File: src/rtl/ram_arbiter.sv
// Round-robin arbiter sharing one 256x32 single-port RAM between fetch (IF) and load/store (LS).
// Latency: grant and RAM drive are combinational in the request cycle; read data returns one cycle later.
// Backpressure: a losing requester holds req until gnt. RAM_ARB_LS_PRIO_EN selects fixed LS priority.
module ram_arbiter #(
    parameter int ADDR_W = 8,
    parameter int DATA_W = 32,
    parameter int CNT_W  = 16
) (
    input  logic              clk,
    input  logic              rst,
    input  logic              if_req,
    input  logic [ADDR_W-1:0] if_addr,
    output logic              if_gnt,
    output logic              if_rvalid,
    output logic [DATA_W-1:0] if_rdata,
    input  logic              ls_req,
    input  logic              ls_we,
    input  logic [ADDR_W-1:0] ls_addr,
    input  logic [DATA_W-1:0] ls_wdata,
    output logic              ls_gnt,
    output logic              ls_rvalid,
    output logic [DATA_W-1:0] ls_rdata,
    output logic              ram_rst,
    output logic [ADDR_W-1:0] ram_addr,
    output logic [DATA_W-1:0] ram_data,
    output logic              ram_wr_en,
    input  logic [DATA_W-1:0] ram_q,
    output logic [CNT_W-1:0]  contention_cnt
);

    localparam logic [CNT_W-1:0] CNT_MAX = '1;

    logic              both_req;
    logic              ls_win;
    logic              if_own_q, if_own_d;
    logic              ls_own_q, ls_own_d;
    logic [ADDR_W-1:0] addr_q;
    logic [DATA_W-1:0] data_q;
    logic [CNT_W-1:0]  cnt_q, cnt_d;

    assign both_req = if_req & ls_req;
    assign ram_rst  = ~rst;

`ifdef RAM_ARB_LS_PRIO_EN
    assign ls_win = 1'b1;
`else
    // ptr_ls_q names the port that wins the next contended cycle.
    logic ptr_ls_q, ptr_ls_d;

    assign ls_win   = ptr_ls_q;
    assign ptr_ls_d = both_req ? ~ptr_ls_q : ptr_ls_q;

    always_ff @(posedge clk) begin
        if (!rst) begin
            ptr_ls_q <= 1'b1;
        end else begin
            ptr_ls_q <= ptr_ls_d;
        end
    end
`endif

    always_comb begin
        if_gnt = 1'b0;
        ls_gnt = 1'b0;
        if (rst) begin
            if (ls_req && (!if_req || ls_win)) begin
                ls_gnt = 1'b1;
            end else if (if_req) begin
                if_gnt = 1'b1;
            end
        end
    end

    // Address and data hold their last granted values on idle cycles.
    always_comb begin
        ram_addr  = addr_q;
        ram_data  = data_q;
        ram_wr_en = 1'b0;
        if (!rst) begin
            ram_addr = '0;
            ram_data = '0;
        end else if (ls_gnt) begin
            ram_addr  = ls_addr;
            ram_data  = ls_wdata;
            ram_wr_en = ls_we;
        end else if (if_gnt) begin
            ram_addr = if_addr;
        end
    end

    assign if_own_d = if_gnt;
    assign ls_own_d = ls_gnt & ~ls_we;
    assign cnt_d    = (both_req && (cnt_q != CNT_MAX)) ? cnt_q + CNT_W'(1) : cnt_q;

    always_ff @(posedge clk) begin
        if (!rst) begin
            if_own_q <= 1'b0;
            ls_own_q <= 1'b0;
            addr_q   <= '0;
            data_q   <= '0;
            cnt_q    <= '0;
        end else begin
            if_own_q <= if_own_d;
            ls_own_q <= ls_own_d;
            addr_q   <= ram_addr;
            data_q   <= ram_data;
            cnt_q    <= cnt_d;
        end
    end

    assign if_rvalid      = rst & if_own_q;
    assign ls_rvalid      = rst & ls_own_q;
    assign if_rdata       = ram_q;
    assign ls_rdata       = ram_q;
    assign contention_cnt = cnt_q;

endmodule

File: config.mk
export PLATFORM = sky130hd
export DESIGN_NAME = ram_arbiter
export DESIGN_NICKNAME = d
export VERILOG_FILES = /design/src/rtl/ram_arbiter.sv
export SDC_FILE = /design/constraint.sdc
export NUM_CORES = 1
export LEC_CHECK = 0
export BUFFER_PORTS_ARGS = -buffer_cell sky130_fd_sc_hd__buf_2
export CELL_PAD_IN_SITES_DETAIL_PLACEMENT = 0
export CELL_PAD_IN_SITES_GLOBAL_PLACEMENT = 1
export CORE_MARGIN = 2
export CORE_UTILIZATION = 28
export DETAILED_ROUTE_END_ITERATION = 7
export HOLD_SLACK_MARGIN = 0.06
export PLACE_DENSITY_LB_ADDON = 0.05
export SLEW_MARGIN = 20
export SYNTH_ARGS = -nofsm -noshare
export SYNTH_HDL_FRONTEND = slang
export SYNTH_SLANG_ARGS = --single-unit
File: constraint.sdc
create_clock -name clk -period 2.4 [get_ports clk]
set_clock_uncertainty 0.05 [all_clocks]
set_input_delay 0.12 -clock clk [delete_from_list [all_inputs] [get_ports clk]]
set_output_delay 0.12 -clock clk [all_outputs]
set_load 0.05 [all_outputs]
; ---- Yosys cells after proc, flatten, opt, wreduce, memory -nomap -nowiden
; Cells that the tools add are included.
[totals]
reg_bits = 59
word_cells = 31
[classes]
addsub = 1
n_eq_ne = 1
mux = 12
n_bitwise = 7
reduce_logical = 4
[ops]
columns = operator, n
row1 = 32-bit 2-to-1 mux, 2
row2 = 8-bit 2-to-1 mux, 3
row3 = "16-bit by 1-bit adder with 16-bit output, second input constant", 1
row4 = "16-bit != test, second input constant", 1
row5 = 1-bit 2-to-1 mux, 7
row6 = 1-bit AND, 4
row7 = 1-bit inverter, 3
row8 = 1-bit logical AND, 2
row9 = 1-bit zero test, 1
row10 = 1-bit logical OR, 1

; ---- Logic depth before layout (Yosys ltp)
[depth]
ltp_word = 8
mapped_depth = 6

; ---- Least setup slack after synthesis
; Ideal clock, no wire load.
[synth_timing]
path_kind = reg2out
startpoint = reg ptr_ls_q (netlist: ls_win)
endpoint = out ram_addr[0]
t_arrival_ps = 2095
t_required_ps = 2230
slack_ps = 135
stages_incl_launch_ff = 5
n_path_buf = 1
path_cell_list = dfxtp_1 > o21ai_1 > clkbuf_1 > nor2_1 > a211oi_1
[synth_via]
elab_chain_len = 7
word_cells_on_any_way = 9
[synth_lines]
columns = item, line
row1 = "start, declared", 48  ; logic ptr_ls_q, ptr_ls_d;
row2 = "start signal, assigned", 57  ; ptr_ls_q <= ptr_ls_d;
row3 = 1-bit logical OR *, 66  ; if (ls_req && (!if_req || ls_win)) begin
row4 = 1-bit logical AND *, 66
row5 = 1-bit 2-to-1 mux, 66
row6 = 1-bit 2-to-1 mux, 65  ; if (rst) begin
row7 = 8-bit 2-to-1 mux, 86  ; end else if (if_gnt) begin
row8 = 8-bit 2-to-1 mux *, 82  ; end else if (ls_gnt) begin
row9 = 8-bit 2-to-1 mux *, 79  ; if (!rst) begin
row10 = "end, declared", 24  ; output logic [ADDR_W-1:0] ram_addr,
; Mark *: on every way between the ends. The rest lies on a longest branch, timed or not.

; ---- Final worst setup path
[layout_timing]
startpoint = reg ptr_ls_q (netlist: ls_win)
endpoint = out ram_addr[4]
; Same word-level chain as after synthesis.

==> key figures <==
Status
  – Status: complete, no violations

Yosys
  – Main flop type after synthesis: dfxtp_1
  – Ys Warns: 0
  – Post-Syn Instances: 393
  – Leading area contributor after synthesis: dfxtp_1
  – Top cells by count, synth: 77 x a21oi_1, 70 x nand2_1, 64 x buf_4
  – Most frequent cell after synthesis: a21oi_1
  – Top cells by area, synth: dfxtp_1 38%, buf_4 15%, a21oi_1 12%
  – #FFs+latches synth: 59
  – Yosys top cell area share: a little under two fifths
  – Mapped cell area: 3110 µm²
  – Syn Nets: 479
  – Ys async rst share: 0%
  – EDFF count, synth: 0
  – Post-synthesis sequential area ratio: roughly two fifths
  – Synth cell types: 33
  – Synthesized area per cell: 7.91 µm²

STA
  – Endpoints failing setup: 0
  – Max Freq: a little under 500 MHz
  – Period minus WS final: about 2100 ps
  – Final hold violations: 0
  – RSZ-0062 raised after global routing: false
  – Worst Max-Slew Pin Slew: 556 ps
  – Max Transition Viols Final: 0
  – Relative slew slack: 62.7%
  – Setup_tns: 0 ps
  – Tcrit/Tclk final: 86.8%

Power and ir drop
  – Worst IR Drop VDD: 0.265 mV
  – Static leakage: 0.00172 µW
  – Pwr Density: 628 nW/µm²
  – Total power: 2470 µW

Global routing
  – Initial antenna violation count: 0
  – Total GRT Usage: 14.1%
  – Vias in the first global route: 2,791
  – Largest net degree at the start of global routing: 55
  – GR Overflow Total: 0
  – First-pass GRT wire length: 13.2 mm

Finish
  – Diode count: 0
  – Area Overhead vs Synth: 26.9%
  – Post-Layout Cell Count: 621
  – Net count, final: 562
  – Layout cells sized above 1: 30.4%

Setup path
  – CP Launch Point: ls_win
  – CP Class: reg -> out
  – Critical-path top delay cell: dfxtp_1
  – Setup crit end: ram_addr[4]
  – Crit-path max cell delay: between 300 and 400 ps
  – Critical path depth: 5
  – Reg2reg path depth: 5
  – CP bufs+invs: 2
  – Worst Setup End Kind: output port
  – R2R Setup Slk: between 400 and 500 ps
  – Crit-path leading delay family: buffers and inverters
  – Arr. time, crit path: between 1500 and 2000 ps
  – CP max FO: 54
  – Worst EP required: 2230 ps
  – Critical R2R Capture: contention_cnt[14]
  – Critical-path cell list: o21ai_4, buf_12, nor2_1, a211oi_1, buf_2
  – Startpoint Class: flip-flop
  – Critical R2R Launch: contention_cnt[0]

Floorplanning
  – Core area: between 10,000 and 15,000 µm²
  – DIE AREA: approximately 12,000 µm²
  – FP Rows: 38
  – Die W: 109 µm
  – Starting Density: 28.7%
  – DIE HEIGHT: 109 µm
  – # IOs: 211

CTS
  – CTS tree: done
  – Clock Pin Slew Worst Setup and Hold Paths: ~70 ps
  – CTS max path bufs: 2
  – Post-CTS setup buffers: 0
  – CTS H-tree depth: 3
  – Clock root buffer: clkbuf_8
  – Num Clock Sinks: 59
  – Total CTS buffers: 9
  – Skew-Pair Late Insertion Delay: between 300 and 400 ps

Min path
  – Hold Path Cell Cnt: 3
  – Worst hold path class: in -> reg

Route
  – TritonRoute pass-1 iters: 4
  – Routed vias/inst: 4.61
  – Routed Antenna Nets: 0
  – Vias: 2,865
  – Wire per inst: 13.1 µm
  – DRT Wirelength: 8.11 mm
  – Number of remaining DRC errors: 0
  – Initial drt markers: a little under 70

Placement
  – Placer Congestion: 0.758
  – Buffers added on ports: 114
  – Cells after DPL: 571
  – Detail Placement HPWL: 5.57 mm

Job
  – Max-cap viol count: 0
[state kept, by name (all words and copies together), names as in the netlist]
name            cells
if_own_q            1
ls_win              1
ls_own_q            1
addr_q              8
data_q             32
contention_cnt     16
[metrics by stage]
| step | worst slack, ps | utilization [%] | instance area, µm² | hold WS [ps] |
|---|---|---|---|---|
| global placement | 451 | 31.4 | 3410 | 190 |
| floorplan | 135 | - | 3110 | 132 |
| detailed placement | 434 | 31.4 | 3410 | 190 |
| finish | 317 | 36.4 | 3940 | 77.0 |
| global route | 186 | 36.4 | 3940 | 62.6 |
| CTS | 267 | 36.4 | 3940 | 62.6 |
[worst min path at each step]
stage                     slack, ps       start           end
after floorplan                 130         rst        ls_win
after global placement          190   ram_q[14]  if_rdata[14]
after detailed placement        190   ram_q[14]  if_rdata[14]
after CTS                        60  ls_addr[6]     addr_q[6]
after global routing             60  ls_addr[6]     addr_q[6]
final                            80  ls_addr[6]     addr_q[6]
[worst register-to-register path, stage by stage (launching register included)]
cell and delay, ps:
dfxtp_1 400, ha_1 210, nand3_2 210, or3_1 480, or4_1 420, a21oi_1 140
[kinds of logic after synthesis]
family	synth area share, %
compound gates	20.3
buf+inv	18.5
fa+ha+maj	0.403
mux	3.22
xor+xnor	0.564
simple gates	19.0
flops	38.0
[cell usage in the layout, fill, tap and decap left out, types with 4 or more instances in the layout]
cell type and instances:
or4_1 6, nor3_1 6, nand2_1 70, mux2i_1 10, nand4_1 4, buf_2 114, a21oi_1 77, nor2_1 12
o21ai_0 5, o31ai_1 8, buf_4 6, dlygate4sd3_1 34, dfxtp_1 59, or3_1 5, nand3_1 5, clkbuf_8 10
a211oi_1 16
[power by group]
part | total [µW] | internal, µW | switching [µW]
Clock | 906 | 503 | 403
Sequential | 1040 | 1030 | 14.8
Combinational | 526 | 174 | 352
[area by class of cell]
type / count / area (µm²)
Timing Repair Buffer: 157 / 1020
Fill cell: 1218 / 6900
Clock inverter: 5 / 52.6
Inverter: 4 / 15.0
Clock buffer: 11 / 141
Sequential cell: 59 / 1180
Multi-Input combinational cell: 245 / 1360
Tap cell: 140 / 175
[per-layer routing]
metal / up-vias / track usage, % / share of wire [%]
met5: - / 0 / 0
met4: 0 / 4.97 / 1.3
met3: 9 / 5.75 / 7.6
met2: 91 / 22.4 / 46
met1: 1297 / 17.2 / 45
li1: 1468 / - / -
[what timing repair did]
action	in CTS	in global routing
hold buffers	34	0
resized for setup	0	0
endpoints found under the hold margin	35	0
setup endpoints to repair	0	0
No activity file was read; power rests on OpenSTA's default activity.
